File: config.mk
export PLATFORM = sky130hd
export DESIGN_NAME = ex_hazard_ctrl
export DESIGN_NICKNAME = d
export VERILOG_FILES = /design/src/rtl/ex_ctrl_pkg.sv /design/src/rtl/op_decode.sv /design/src/rtl/ex_hazard_ctrl.sv
export SDC_FILE = /design/constraint.sdc
export NUM_CORES = 1
export LEC_CHECK = 0
export BUFFER_PORTS_ARGS = -buffer_cell sky130_fd_sc_hd__buf_2
export CAP_MARGIN = 20
export CORE_AREA = 3 3 70 53
export CTS_BUF_LIST = sky130_fd_sc_hd__clkbuf_4 sky130_fd_sc_hd__clkbuf_8
export CTS_CLUSTER_DIAMETER = 150
export DETAILED_ROUTE_END_ITERATION = 7
export DIE_AREA = 0 0 73 56
export PLACE_DENSITY = 0.84
export SLEW_MARGIN = 20
export SYNTH_ARGS = -nofsm -noshare
export SYNTH_HDL_FRONTEND = slang
export SYNTH_SLANG_ARGS = --single-unit
File: constraint.sdc
create_clock -name clk -period 5.3 [get_ports clk]
set_input_delay 0.53 -clock clk [delete_from_list [all_inputs] [get_ports clk]]
set_output_delay 0.53 -clock clk [all_outputs]
set_load 0.005 [all_outputs]
File: src/rtl/ex_ctrl_pkg.sv
// ex_ctrl_pkg
// Shared definitions for the execute-stage control slice: opcode values,
// ALU operation encodings and the ID/EX control word carried down the
// pipeline.
//
// Contents:
//   RD_W          register-index width used inside the control word
//   OP_*          ID-stage opcode values (anything else is illegal)
//   alu_op_e      ALU operation driven to the execute stage
//   ctrl_word_t   decoded control word {valid, alu_op, alu_src, mr, mw,
//                 reg_write, rd}
//   CTRL_BUBBLE   the all-zero control word used for bubbles and reset
package ex_ctrl_pkg;

    localparam int RD_W = 3;

    localparam logic [3:0] OP_OR   = 4'd0;
    localparam logic [3:0] OP_AND  = 4'd1;
    localparam logic [3:0] OP_XOR  = 4'd2;
    localparam logic [3:0] OP_ADD  = 4'd3;
    localparam logic [3:0] OP_ADDI = 4'd4;
    localparam logic [3:0] OP_LW   = 4'd5;
    localparam logic [3:0] OP_SW   = 4'd6;
    localparam logic [3:0] OP_NOP  = 4'd7;

    // Register-register opcodes 0..3 map directly onto these encodings.
    typedef enum logic [1:0] {
        ALU_OR  = 2'b00,
        ALU_AND = 2'b01,
        ALU_XOR = 2'b10,
        ALU_ADD = 2'b11
    } alu_op_e;

    typedef struct packed {
        logic            valid;
        alu_op_e         alu_op;
        logic            alu_src;
        logic            mr;
        logic            mw;
        logic            reg_write;
        logic [RD_W-1:0] rd;
    } ctrl_word_t;

    localparam ctrl_word_t CTRL_BUBBLE = '0;

endpackage

File: src/rtl/op_decode.sv
// op_decode
// Purely combinational opcode decoder for the ID stage. Produces the
// control word that would enter EX, plus which source registers the
// instruction actually reads (used by hazard detection and forwarding).
//
// Ports:
//   opcode     in   4     ID-stage opcode
//   rd         in   RD_W  ID-stage destination index
//   ctrl       out        decoded control word (bubble when illegal)
//   reads_rs1  out  1     instruction reads rs1
//   reads_rs2  out  1     instruction reads rs2 (ALU reg-reg ops and SW)
//   illegal    out  1     opcode is not defined
module op_decode
    import ex_ctrl_pkg::*;
(
    input  logic [3:0]      opcode,
    input  logic [RD_W-1:0] rd,
    output ctrl_word_t      ctrl,
    output logic            reads_rs1,
    output logic            reads_rs2,
    output logic            illegal
);

    always_comb begin
        // NOTE: every output gets a default before the case so that no path
        // leaves one unassigned -- otherwise synthesis infers a latch.
        ctrl      = CTRL_BUBBLE;
        reads_rs1 = 1'b0;
        reads_rs2 = 1'b0;
        illegal   = 1'b0;

        case (opcode)
            OP_OR, OP_AND, OP_XOR, OP_ADD: begin
                ctrl.valid     = 1'b1;
                ctrl.alu_op    = alu_op_e'(opcode[1:0]);
                ctrl.reg_write = 1'b1;
                ctrl.rd        = rd;
                reads_rs1      = 1'b1;
                reads_rs2      = 1'b1;
            end
            OP_ADDI: begin
                ctrl.valid     = 1'b1;
                ctrl.alu_op    = ALU_ADD;
                ctrl.alu_src   = 1'b1;
                ctrl.reg_write = 1'b1;
                ctrl.rd        = rd;
                reads_rs1      = 1'b1;
            end
            OP_LW: begin
                ctrl.valid     = 1'b1;
                ctrl.alu_op    = ALU_ADD;
                ctrl.alu_src   = 1'b1;
                ctrl.mr        = 1'b1;
                ctrl.reg_write = 1'b1;
                ctrl.rd        = rd;
                reads_rs1      = 1'b1;
            end
            OP_SW: begin
                // rs1 forms the address; rs2 is the store data.
                ctrl.valid     = 1'b1;
                ctrl.alu_op    = ALU_ADD;
                ctrl.alu_src   = 1'b1;
                ctrl.mw        = 1'b1;
                ctrl.rd        = rd;
                reads_rs1      = 1'b1;
                reads_rs2      = 1'b1;
            end
            OP_NOP: begin
                ctrl.valid     = 1'b1;
                ctrl.rd        = rd;
            end
            default: begin
                illegal        = 1'b1;
            end
        endcase
    end

endmodule

File: src/rtl/ex_hazard_ctrl.sv
// ex_hazard_ctrl
// Execute-stage control and scheduling for the 5-stage pipeline. Decodes the
// ID instruction into the registered ID/EX control word, tracks destination
// registers through EX/MEM/WB, produces the EX/MEM-only forwarding selects
// and stalls ID for hazards forwarding cannot cover.
//
// Ports:
//   clk, rst_n        clock (rising edge), async active-low reset
//   id_valid          IF/ID holds a real instruction
//   id_opcode         ID opcode
//   id_rs1/rs2/rd     ID source/destination indices
//   flush             kill the ID instruction (branch redirect)
//   stall             hold PC and IF/ID (combinational)
//   ex_valid..ex_rd   registered ID/EX control word and forwarding selects
//   mem_reg_write/rd  EX/MEM write tracking
//   wb_reg_write/rd   MEM/WB write tracking
//   illegal_op        one-cycle pulse when an undefined opcode reaches EX
//   stall_count       saturating count of stall cycles
module ex_hazard_ctrl
    import ex_ctrl_pkg::*;
#(
    parameter int REG_AW = 3,
    parameter int CNT_W  = 16
) (
    input  logic              clk,
    input  logic              rst_n,
    input  logic              id_valid,
    input  logic [3:0]        id_opcode,
    input  logic [REG_AW-1:0] id_rs1,
    input  logic [REG_AW-1:0] id_rs2,
    input  logic [REG_AW-1:0] id_rd,
    input  logic              flush,
    output logic              stall,
    output logic              ex_valid,
    output logic [1:0]        ex_alu_op,
    output logic              ex_alu_src,
    output logic              ex_mw,
    output logic              ex_mr,
    output logic              ex_fa,
    output logic              ex_fb,
    output logic [REG_AW-1:0] ex_rd,
    output logic              mem_reg_write,
    output logic [REG_AW-1:0] mem_rd,
    output logic              wb_reg_write,
    output logic [REG_AW-1:0] wb_rd,
    output logic              illegal_op,
    output logic [CNT_W-1:0]  stall_count
);

    // ------------------------------------------------------------------
    // Decode
    // ------------------------------------------------------------------
    ctrl_word_t dec_ctrl;
    logic       dec_reads_rs1;
    logic       dec_reads_rs2;
    logic       dec_illegal;

    op_decode u_op_decode (
        .opcode    (id_opcode),
        .rd        (id_rd),
        .ctrl      (dec_ctrl),
        .reads_rs1 (dec_reads_rs1),
        .reads_rs2 (dec_reads_rs2),
        .illegal   (dec_illegal)
    );

    // ------------------------------------------------------------------
    // Pipeline state
    // ------------------------------------------------------------------
    ctrl_word_t        ex_q;
    logic              fa_q;
    logic              fb_q;
    logic              illegal_q;
    logic              mem_we_q;
    logic [REG_AW-1:0] mem_rd_q;
    logic              wb_we_q;
    logic [REG_AW-1:0] wb_rd_q;
    logic [CNT_W-1:0]  stall_cnt_q;

    // ------------------------------------------------------------------
    // Hazard detection
    // The register file writes through, so WB is never a hazard. A load in
    // EX cannot be forwarded (its data appears in MEM), and forwarding only
    // comes from EX/MEM, so a writer already in MEM must wait one cycle for
    // the write-through. A load at distance 1 therefore stalls twice: once
    // as a load in EX, then again as a writer in MEM.
    // ------------------------------------------------------------------
    logic rs1_hit;
    logic rs2_hit;

    assign rs1_hit = (ex_q.valid && ex_q.mr && (ex_q.rd == id_rs1)) ||
                     (mem_we_q && (mem_rd_q == id_rs1));
    assign rs2_hit = (ex_q.valid && ex_q.mr && (ex_q.rd == id_rs2)) ||
                     (mem_we_q && (mem_rd_q == id_rs2));

    // flush dominates: a killed instruction has no operands to wait for.
    assign stall = id_valid && !flush &&
                   ((dec_reads_rs1 && rs1_hit) || (dec_reads_rs2 && rs2_hit));

    logic issue;
    assign issue = id_valid && !stall && !flush && !dec_illegal;

    // ------------------------------------------------------------------
    // Forwarding: decided at issue against the instruction currently in
    // EX, which will be in MEM when the issued instruction executes. Loads
    // are excluded; a dependent instruction behind a load never issues
    // while the load is in EX anyway.
    // ------------------------------------------------------------------
    logic fwd_src;
    logic fa_next;
    logic fb_next;

    assign fwd_src = ex_q.valid && ex_q.reg_write && !ex_q.mr;
    assign fa_next = issue && fwd_src && dec_reads_rs1 && (ex_q.rd == id_rs1);
    assign fb_next = issue && fwd_src && dec_reads_rs2 && (ex_q.rd == id_rs2);

    // ------------------------------------------------------------------
    // Registers
    // ------------------------------------------------------------------
    // NOTE: sequential state uses non-blocking assignments so every register
    // samples the pre-edge values, independent of statement order.
    always_ff @(posedge clk or negedge rst_n) begin
        if (!rst_n) begin
            ex_q        <= CTRL_BUBBLE;
            fa_q        <= 1'b0;
            fb_q        <= 1'b0;
            illegal_q   <= 1'b0;
            mem_we_q    <= 1'b0;
            mem_rd_q    <= '0;
            wb_we_q     <= 1'b0;
            wb_rd_q     <= '0;
            stall_cnt_q <= '0;
        end else begin
            // Downstream stages always advance; only ID can be held.
            wb_we_q  <= mem_we_q;
            wb_rd_q  <= mem_rd_q;
            mem_we_q <= ex_q.reg_write;
            mem_rd_q <= ex_q.rd;

            ex_q      <= issue ? dec_ctrl : CTRL_BUBBLE;
            fa_q      <= fa_next;
            fb_q      <= fb_next;
            illegal_q <= id_valid && !flush && !stall && dec_illegal;

            if (stall && (stall_cnt_q != '1)) begin
                stall_cnt_q <= stall_cnt_q + 1'b1;
            end
        end
    end

    // ------------------------------------------------------------------
    // Outputs
    // ------------------------------------------------------------------
    assign ex_valid      = ex_q.valid;
    assign ex_alu_op     = ex_q.alu_op;
    assign ex_alu_src    = ex_q.alu_src;
    assign ex_mw         = ex_q.mw;
    assign ex_mr         = ex_q.mr;
    assign ex_rd         = ex_q.rd;
    assign ex_fa         = fa_q;
    assign ex_fb         = fb_q;
    assign mem_reg_write = mem_we_q;
    assign mem_rd        = mem_rd_q;
    assign wb_reg_write  = wb_we_q;
    assign wb_rd         = wb_rd_q;
    assign illegal_op    = illegal_q;
    assign stall_count   = stall_cnt_q;

endmodule

==> flow_metrics.env, run 1 <==
export IMPL_outcome="completed"
export IMPL_die_area_um2=4090
export IMPL_hold_viol_final=0
export IMPL_crit_buf_inv=1
export IMPL_drive_gt1_frac=0.330
export IMPL_critPathMaxStageDelay_ns=0.60
export IMPL_rsz0062_at_grt="false"
export IMPL_worstHoldPathType="in -> async"
export IMPL_cts_buffers=5
export IMPL_cpMaxStageDelayCell="a21boi_2"
export IMPL_grt_pass1_wl_um=5950
export IMPL_first_global_vias=1273
export IMPL_setup_ws_ns=2.71
export IMPL_pwr_density_cell_nw_per_um2=263
export IMPL_worstMarginPinSlew_ns=0.945
export IMPL_post_cts_buffers=0
export IMPL_place_ws_ns=2.85
export IMPL_syn_area_per_cell_um2=11.4
export IMPL_drc=0
export IMPL_clock_skew_ns=0.00829
export IMPL_viasPerCell=5.52
export IMPL_worst_slew_margin_rel=0.362
export IMPL_antennaDiodeCount=0
export IMPL_ctsResizeCount=0
export IMPL_syn_inst=149
export IMPL_ant_nets=0
export IMPL_clock_sinks=37
export IMPL_cp_top_family="compound AO/OA/AOI/OAI gates"
export IMPL_pin_count=54
export IMPL_clock_latency_ns=0.29
export IMPL_synth_top_area_share=0.545
export IMPL_io_buffers=53
export IMPL_fin_setup_tns_ns=0
export IMPL_synth_area_um2=1700
export IMPL_finalSetupViolCount=0
export IMPL_synth_area_leaders="dfrtp_1, xnor2_1, o211ai_1"
export IMPL_place_inst=230
export IMPL_h_tree_depth=2
export IMPL_coreArea_um2=3080
export IMPL_final_period_utilization=0.489
export IMPL_ys_flop_type="dfrtp_1"
export IMPL_gr_total_overflow=0
export IMPL_synth_nets=167
export IMPL_yosysUniqueCellTypes=30
export IMPL_stdcell_count=238
export IMPL_fp_row_count=17
export IMPL_maxCapViolCount=0
export IMPL_ir_drop_uv=167
export IMPL_fmaxAchievable_mhz=386
export IMPL_arrival_ns=2.06
export IMPL_fin_nets=217
export IMPL_worstPathCellList="xnor2_1 -> nand4_1 -> a21boi_2 -> nor2_1 -> nor2_1 -> buf_2"
export IMPL_crit_fanout=17
export IMPL_root_buffer="clkbuf_8"
export IMPL_routed_wl_um=3650
export IMPL_synth_edff_count=0
export IMPL_required_ns=4.77
export IMPL_cellLeakagePower_nw=1.04
export IMPL_clk_path_buf_depth=2
export IMPL_cts_hold_buf=0
export IMPL_fillers=242
export IMPL_end_kind="output port"
export IMPL_synth_seq_cells=37
export IMPL_antenna_found_initial=0
export IMPL_vias=1313
export IMPL_clkTransAtPathRegs_ns=0.07
export IMPL_min_period_ns=2.59
export IMPL_cts_tree="done"
export IMPL_drt_iter0_drc=59
export IMPL_areaGrowthSynthToFinish_pct=20.7
export IMPL_start_util=0.551
export IMPL_ys_warn_count=0
export IMPL_start_kind="flip-flop"
export IMPL_cpMostUsedCell="nor2_1"
export IMPL_synth_top_area_cell="dfrtp_1"
export IMPL_routabilityCongestion=0.751
export IMPL_grt_max_degree=38
export IMPL_dpl_hpwl_um=2800
export IMPL_crit_type="reg -> out"
export IMPL_die_height_um=56
export IMPL_die_w_um=73
export IMPL_dr_pass1_iters=4
export IMPL_async_reset_ff_frac=1.00
export IMPL_track_usage=0.194
export IMPL_maxSlewViolCount=0
export IMPL_ys_seq_area_frac=0.545
export IMPL_wl_per_cell_um=15.3
-- through the flow --
step	hold WS [ns]	power [mW]	utilization	cell area (um^2)
finish	0.313	0.539	0.665	2050
global route	0.370	0.562	0.665	2050
CTS	0.344	0.545	0.665	2050
detailed placement	0.367	0.336	0.632	1950
global placement	0.361	0.333	0.632	1950
floorplan	0.234	0.315	-	1700
-- logic make-up after synthesis --
logic type | share of synthesized area
buf+inv | 0.0420
simple gates | 0.157
xor+xnor | 0.139
fa+ha+maj | 0.00736
compound gates | 0.103
flops | 0.545
mux | 0.00663
-- cell usage after synthesis, types with 2 or more instances --
cell type,number
nor2_1,7
dfrtp_1,37
buf_4,5
o211ai_1,8
nand3_1,2
nand2b_1,2
and2_1,7
buf_2,5
nand2_1,7
nor3_1,6
o2111ai_1,6
a21oi_1,2
nand4_1,6
and3_1,7
xnor2_1,27
-- path summary, 6_finish.rpt --
| kind | endpoint | from | cells after the start | slack, ns |
|---|---|---|---|---|
| max in group asynchronous | wb_rd[1] | rst_n | 1 | 4.48 |
| worst min register to register | mem_reg_write | ex_q[3] | 0 | 0.38 |
| worst min-delay path | ex_rd[0] | rst_n | 1 | 0.31 |
| worst max register to register | stall_count[1] | stall_count[0] | 6 | 2.79 |
| worst max-delay path | stall | ex_rd[1] | 6 | 2.71 |
| min in group clk | mem_reg_write | ex_q[3] | 0 | 0.38 |
-- report_power, final --
part	internal (mW)	switching [mW]	leakage, nW	total, mW
Sequential	0.287	0.00446	0.512	0.292
Combinational	0.0161	0.0225	0.474	0.0386
Clock	0.117	0.0916	0.0542	0.209
Total	0.421	0.119	1.04	0.539
-- sequential cells by signal (all words and copies together) (netlist names) --
signal / cells
stall_count: 16
ex_rd: 3
mem_rd: 3
wb_rd: 3
ex_alu_op: 2
ex_alu_src: 1
ex_fa: 1
ex_fb: 1
ex_mr: 1
ex_mw: 1
ex_q: 1
ex_valid: 1
illegal_op: 1
mem_reg_write: 1
wb_reg_write: 1
-- per-layer routing --
metal	track usage	vias up	share of wire
met5	0	-	0
met4	0.105	0	0.028
met3	0.0686	14	0.066
met2	0.266	54	0.45
met1	0.264	621	0.46
li1	-	624	-
-- cell usage in the layout (no fill, tap or decap), types with 2 or more instances in the layout --
cell type,Yosys,layout
nand3_1,2,2
buf_2,5,53
nand2b_1,2,2
nand4_1,6,6
clkinv_2,1,2
o2111ai_1,6,6
o211ai_1,8,8
nor2_1,7,7
xnor2_1,27,27
a21oi_1,2,2
clkbuf_8,0,7
nand2_1,7,7
and2_1,7,7
nor3_1,6,6
and3_1,7,7
dfrtp_1,37,37
-- final cells by class --
cell class | count | area (um^2) | area share
Clock inverter | 1 | 5.00 | 0.00244
Inverter | 2 | 8.76 | 0.00427
Multi-Input combinational cell | 100 | 702 | 0.342
Tap cell | 38 | 47.5 | 0.0232
Timing Repair Buffer | 53 | 265 | 0.129
Clock buffer | 7 | 96.3 | 0.0470
Sequential cell | 37 | 926 | 0.451
Power figures use the tool's default switching activity.
==> run 2, diff against run 1 <==
--- a/config.mk
+++ b/config.mk
@@ -5,14 +5,15 @@
 export SDC_FILE = /design/constraint.sdc
 export NUM_CORES = 1
 export LEC_CHECK = 0
+export ABC_AREA = 1
 export BUFFER_PORTS_ARGS = -buffer_cell sky130_fd_sc_hd__buf_2
 export CAP_MARGIN = 20
-export CORE_AREA = 3 3 70 53
+export CORE_AREA = 3 3 81 60
 export CTS_BUF_LIST = sky130_fd_sc_hd__clkbuf_4 sky130_fd_sc_hd__clkbuf_8
 export CTS_CLUSTER_DIAMETER = 150
 export DETAILED_ROUTE_END_ITERATION = 7
-export DIE_AREA = 0 0 73 56
-export PLACE_DENSITY = 0.84
+export DIE_AREA = 0 0 84 63
+export PLACE_DENSITY = 0.76
 export SLEW_MARGIN = 20
 export SYNTH_ARGS = -nofsm -noshare
 export SYNTH_HDL_FRONTEND = slang
==> constraint.sdc (replaced) <==
create_clock -name clk -period 2.3 [get_ports clk]
set_input_delay 0.23 -clock clk [delete_from_list [all_inputs] [get_ports clk]]
set_output_delay 0.23 -clock clk [all_outputs]
set_load 0.005 [all_outputs]
==> run 2 against run 1 <==
Against the previous run: synthesized area is 17% higher; flip-flop and latch count unchanged; combinational power is 140% higher; clock-buffer cell count fell by 2; synthesized cell count grew 68%; utilization shrank 10 points; critical path depth up 2; sequential power rose by 130%; via count up 31%; total power up 150%; cell count is 50% higher; global-route usage is 2.1 points lower.
==> flow_metrics.env, run 2 <==
export IMPL_outcome="completed"
export IMPL_clock_skew_ns=0.0116
export IMPL_r2r_cells=9
export IMPL_final_period_utilization=0.868
export IMPL_drc=0
export IMPL_critPathMaxStageDelay_ns=0.44
export IMPL_start_kind="flip-flop"
export IMPL_h_tree_depth=2
export IMPL_vias=1722
export IMPL_routabilityCongestion=0.906
export IMPL_clkTransAtPathRegs_ns=0.08
export IMPL_drive_gt1_frac=0.242
export IMPL_synth_top_area_share=0.465
export IMPL_rrSetupSlack_ns=0.36
export IMPL_ir_drop_uv=291
export IMPL_cts_tree="done"
export IMPL_die_height_um=63
export IMPL_finalSetupViolCount=0
export IMPL_antenna_found_initial=0
export IMPL_dpl_hpwl_um=3280
export IMPL_drt_iter0_drc=85
export IMPL_cts_hold_buf=0
export IMPL_clock_latency_ns=0.29
export IMPL_gr_total_overflow=0
export IMPL_clock_sinks=37
export IMPL_ant_nets=0
export IMPL_post_cts_buffers=0
export IMPL_yosysUniqueCellTypes=26
export IMPL_cpMaxStageDelayCell="dfrtp_1"
export IMPL_ys_seq_area_frac=0.465
export IMPL_fmaxAchievable_mhz=501
export IMPL_coreArea_um2=4230
export IMPL_rsz0062_at_grt="false"
export IMPL_hold_viol_final=0
export IMPL_dr_pass1_iters=4
export IMPL_end_kind="output port"
export IMPL_clk_path_buf_depth=2
export IMPL_routed_wl_um=4230
export IMPL_worstMarginPinSlew_ns=0.808
export IMPL_start_util=0.470
export IMPL_syn_inst=250
export IMPL_min_period_ns=2.00
export IMPL_wl_per_cell_um=11.9
export IMPL_track_usage=0.173
export IMPL_stdcell_count=357
export IMPL_pwr_density_cell_nw_per_um2=556
export IMPL_async_reset_ff_frac=1.00
export IMPL_fp_row_count=20
export IMPL_die_area_um2=5290
export IMPL_cts_buffers=5
export IMPL_layout_common_cells="nand2_1, buf_2, dfrtp_1, inv_1, nor2_1"
export IMPL_fin_nets=319
export IMPL_synth_area_um2=1990
export IMPL_antennaDiodeCount=0
export IMPL_die_w_um=84
export IMPL_ys_flop_type="dfrtp_1"
export IMPL_final_common_cell="nand2_1"
export IMPL_place_ws_ns=0.391
export IMPL_ys_warn_count=0
export IMPL_yosysMostFrequentCell="nand2_1"
export IMPL_crit_type="reg -> out"
export IMPL_syn_area_per_cell_um2=7.96
export IMPL_synth_common_cells="nand2_1, dfrtp_1, inv_1"
export IMPL_setup_ws_ns=0.304
export IMPL_synth_edff_count=0
export IMPL_root_buffer="clkbuf_8"
export IMPL_areaGrowthSynthToFinish_pct=19.5
export IMPL_ctsResizeCount=0
export IMPL_synth_area_leaders="dfrtp_1, nand2_1, nand4_1"
export IMPL_crit_fanout=19
export IMPL_arrival_ns=1.77
export IMPL_place_inst=349
export IMPL_largest_reg_flops=16
export IMPL_maxCapViolCount=0
export IMPL_viasPerCell=4.82
export IMPL_maxSlewViolCount=0
export IMPL_worstPathCellList="xnor2_1 -> nand4_1 -> nand2_1 -> nand2_1 -> nand2_2 -> nand2_1 -> inv_1 -> buf_2"
export IMPL_cellLeakagePower_nw=1.41
export IMPL_worst_slew_margin_rel=0.461
export IMPL_synth_top_area_cell="dfrtp_1"
export IMPL_cpMostUsedCell="nand2_1"
export IMPL_worstHoldPathType="in -> async"
export IMPL_fin_util=0.562
export IMPL_pin_count=54
export IMPL_synth_nets=268
export IMPL_grt_max_degree=38
export IMPL_final_area_um2=2380
export IMPL_io_buffers=53
export IMPL_first_global_vias=1567
export IMPL_grt_pass1_wl_um=7400
export IMPL_required_ns=2.07
export IMPL_synth_seq_cells=37
export IMPL_placed_area_um2=2260
export IMPL_fin_setup_tns_ns=0
-- run 2: where the power goes --
group	switching (mW)	leakage, nW	internal, mW
registers	0.00928	0.512	0.661
clock network	0.235	0.0543	0.324
logic	0.0601	0.848	0.0328
total	0.305	1.41	1.02
-- run 2: final cells by class --
| cell class | count | area (um^2) |
|---|---|---|
| multi-input combinational | 166 | 860 |
| inverter | 38 | 143 |
| clock buffer | 5 | 68.8 |
| fill | 425 | 1850 |
| tap | 55 | 68.8 |
| clock inverter | 3 | 46.3 |
| timing repair buffer | 53 | 265 |
| sequential | 37 | 926 |
-- run 2: cells by family after synthesis --
logic type | count (synthesis) | share of synthesized area
AOI/OAI and AO/OA | 6 | 0.0164
xor gates and xnor gates | 17 | 0.0748
adders and majority gates | 1 | 0.00629
buffers and inverters | 47 | 0.103
DFF | 37 | 0.465
and+or+nand+nor | 142 | 0.335
-- run 2: critical path, delay by kind of cell, from the launching register on --
kind / cells / cell delay, ns
and+or+nand+nor: 5 / 0.62
DFF: 1 / 0.44
xor gates and xnor gates: 1 / 0.26
buffers and inverters: 2 / 0.16
-- run 2: stage by stage --
step / hold slack, ns / total power [mW]
after floorplan: -0.0656 / 0.728
after global placement: 0.359 / 0.774
after detailed placement: 0.367 / 0.777
after CTS: 0.0545 / 1.34
after global routing: 0.0835 / 1.38
final: 0.0253 / 1.32
-- run 2: path summary, 6_finish.rpt --
check,start,end
min,rst_n,ex_rd[1]
min reg2reg,ex_q[3],mem_reg_write
max,ex_rd[0],stall
max in group asynchronous,rst_n,stall_count[11]
min in group clk,id_rd[1],ex_rd[1]
max reg2reg,stall_count[0],stall_count[0]
-- run 2: routing by layer --
metal | global-route usage | vias up | part of all wire
met5 | 0 | - | 0
li1 | - | 888 | -
met4 | 0.0422 | 0 | 0.0066
met2 | 0.249 | 44 | 0.42
met3 | 0.0580 | 5 | 0.067
met1 | 0.250 | 785 | 0.50
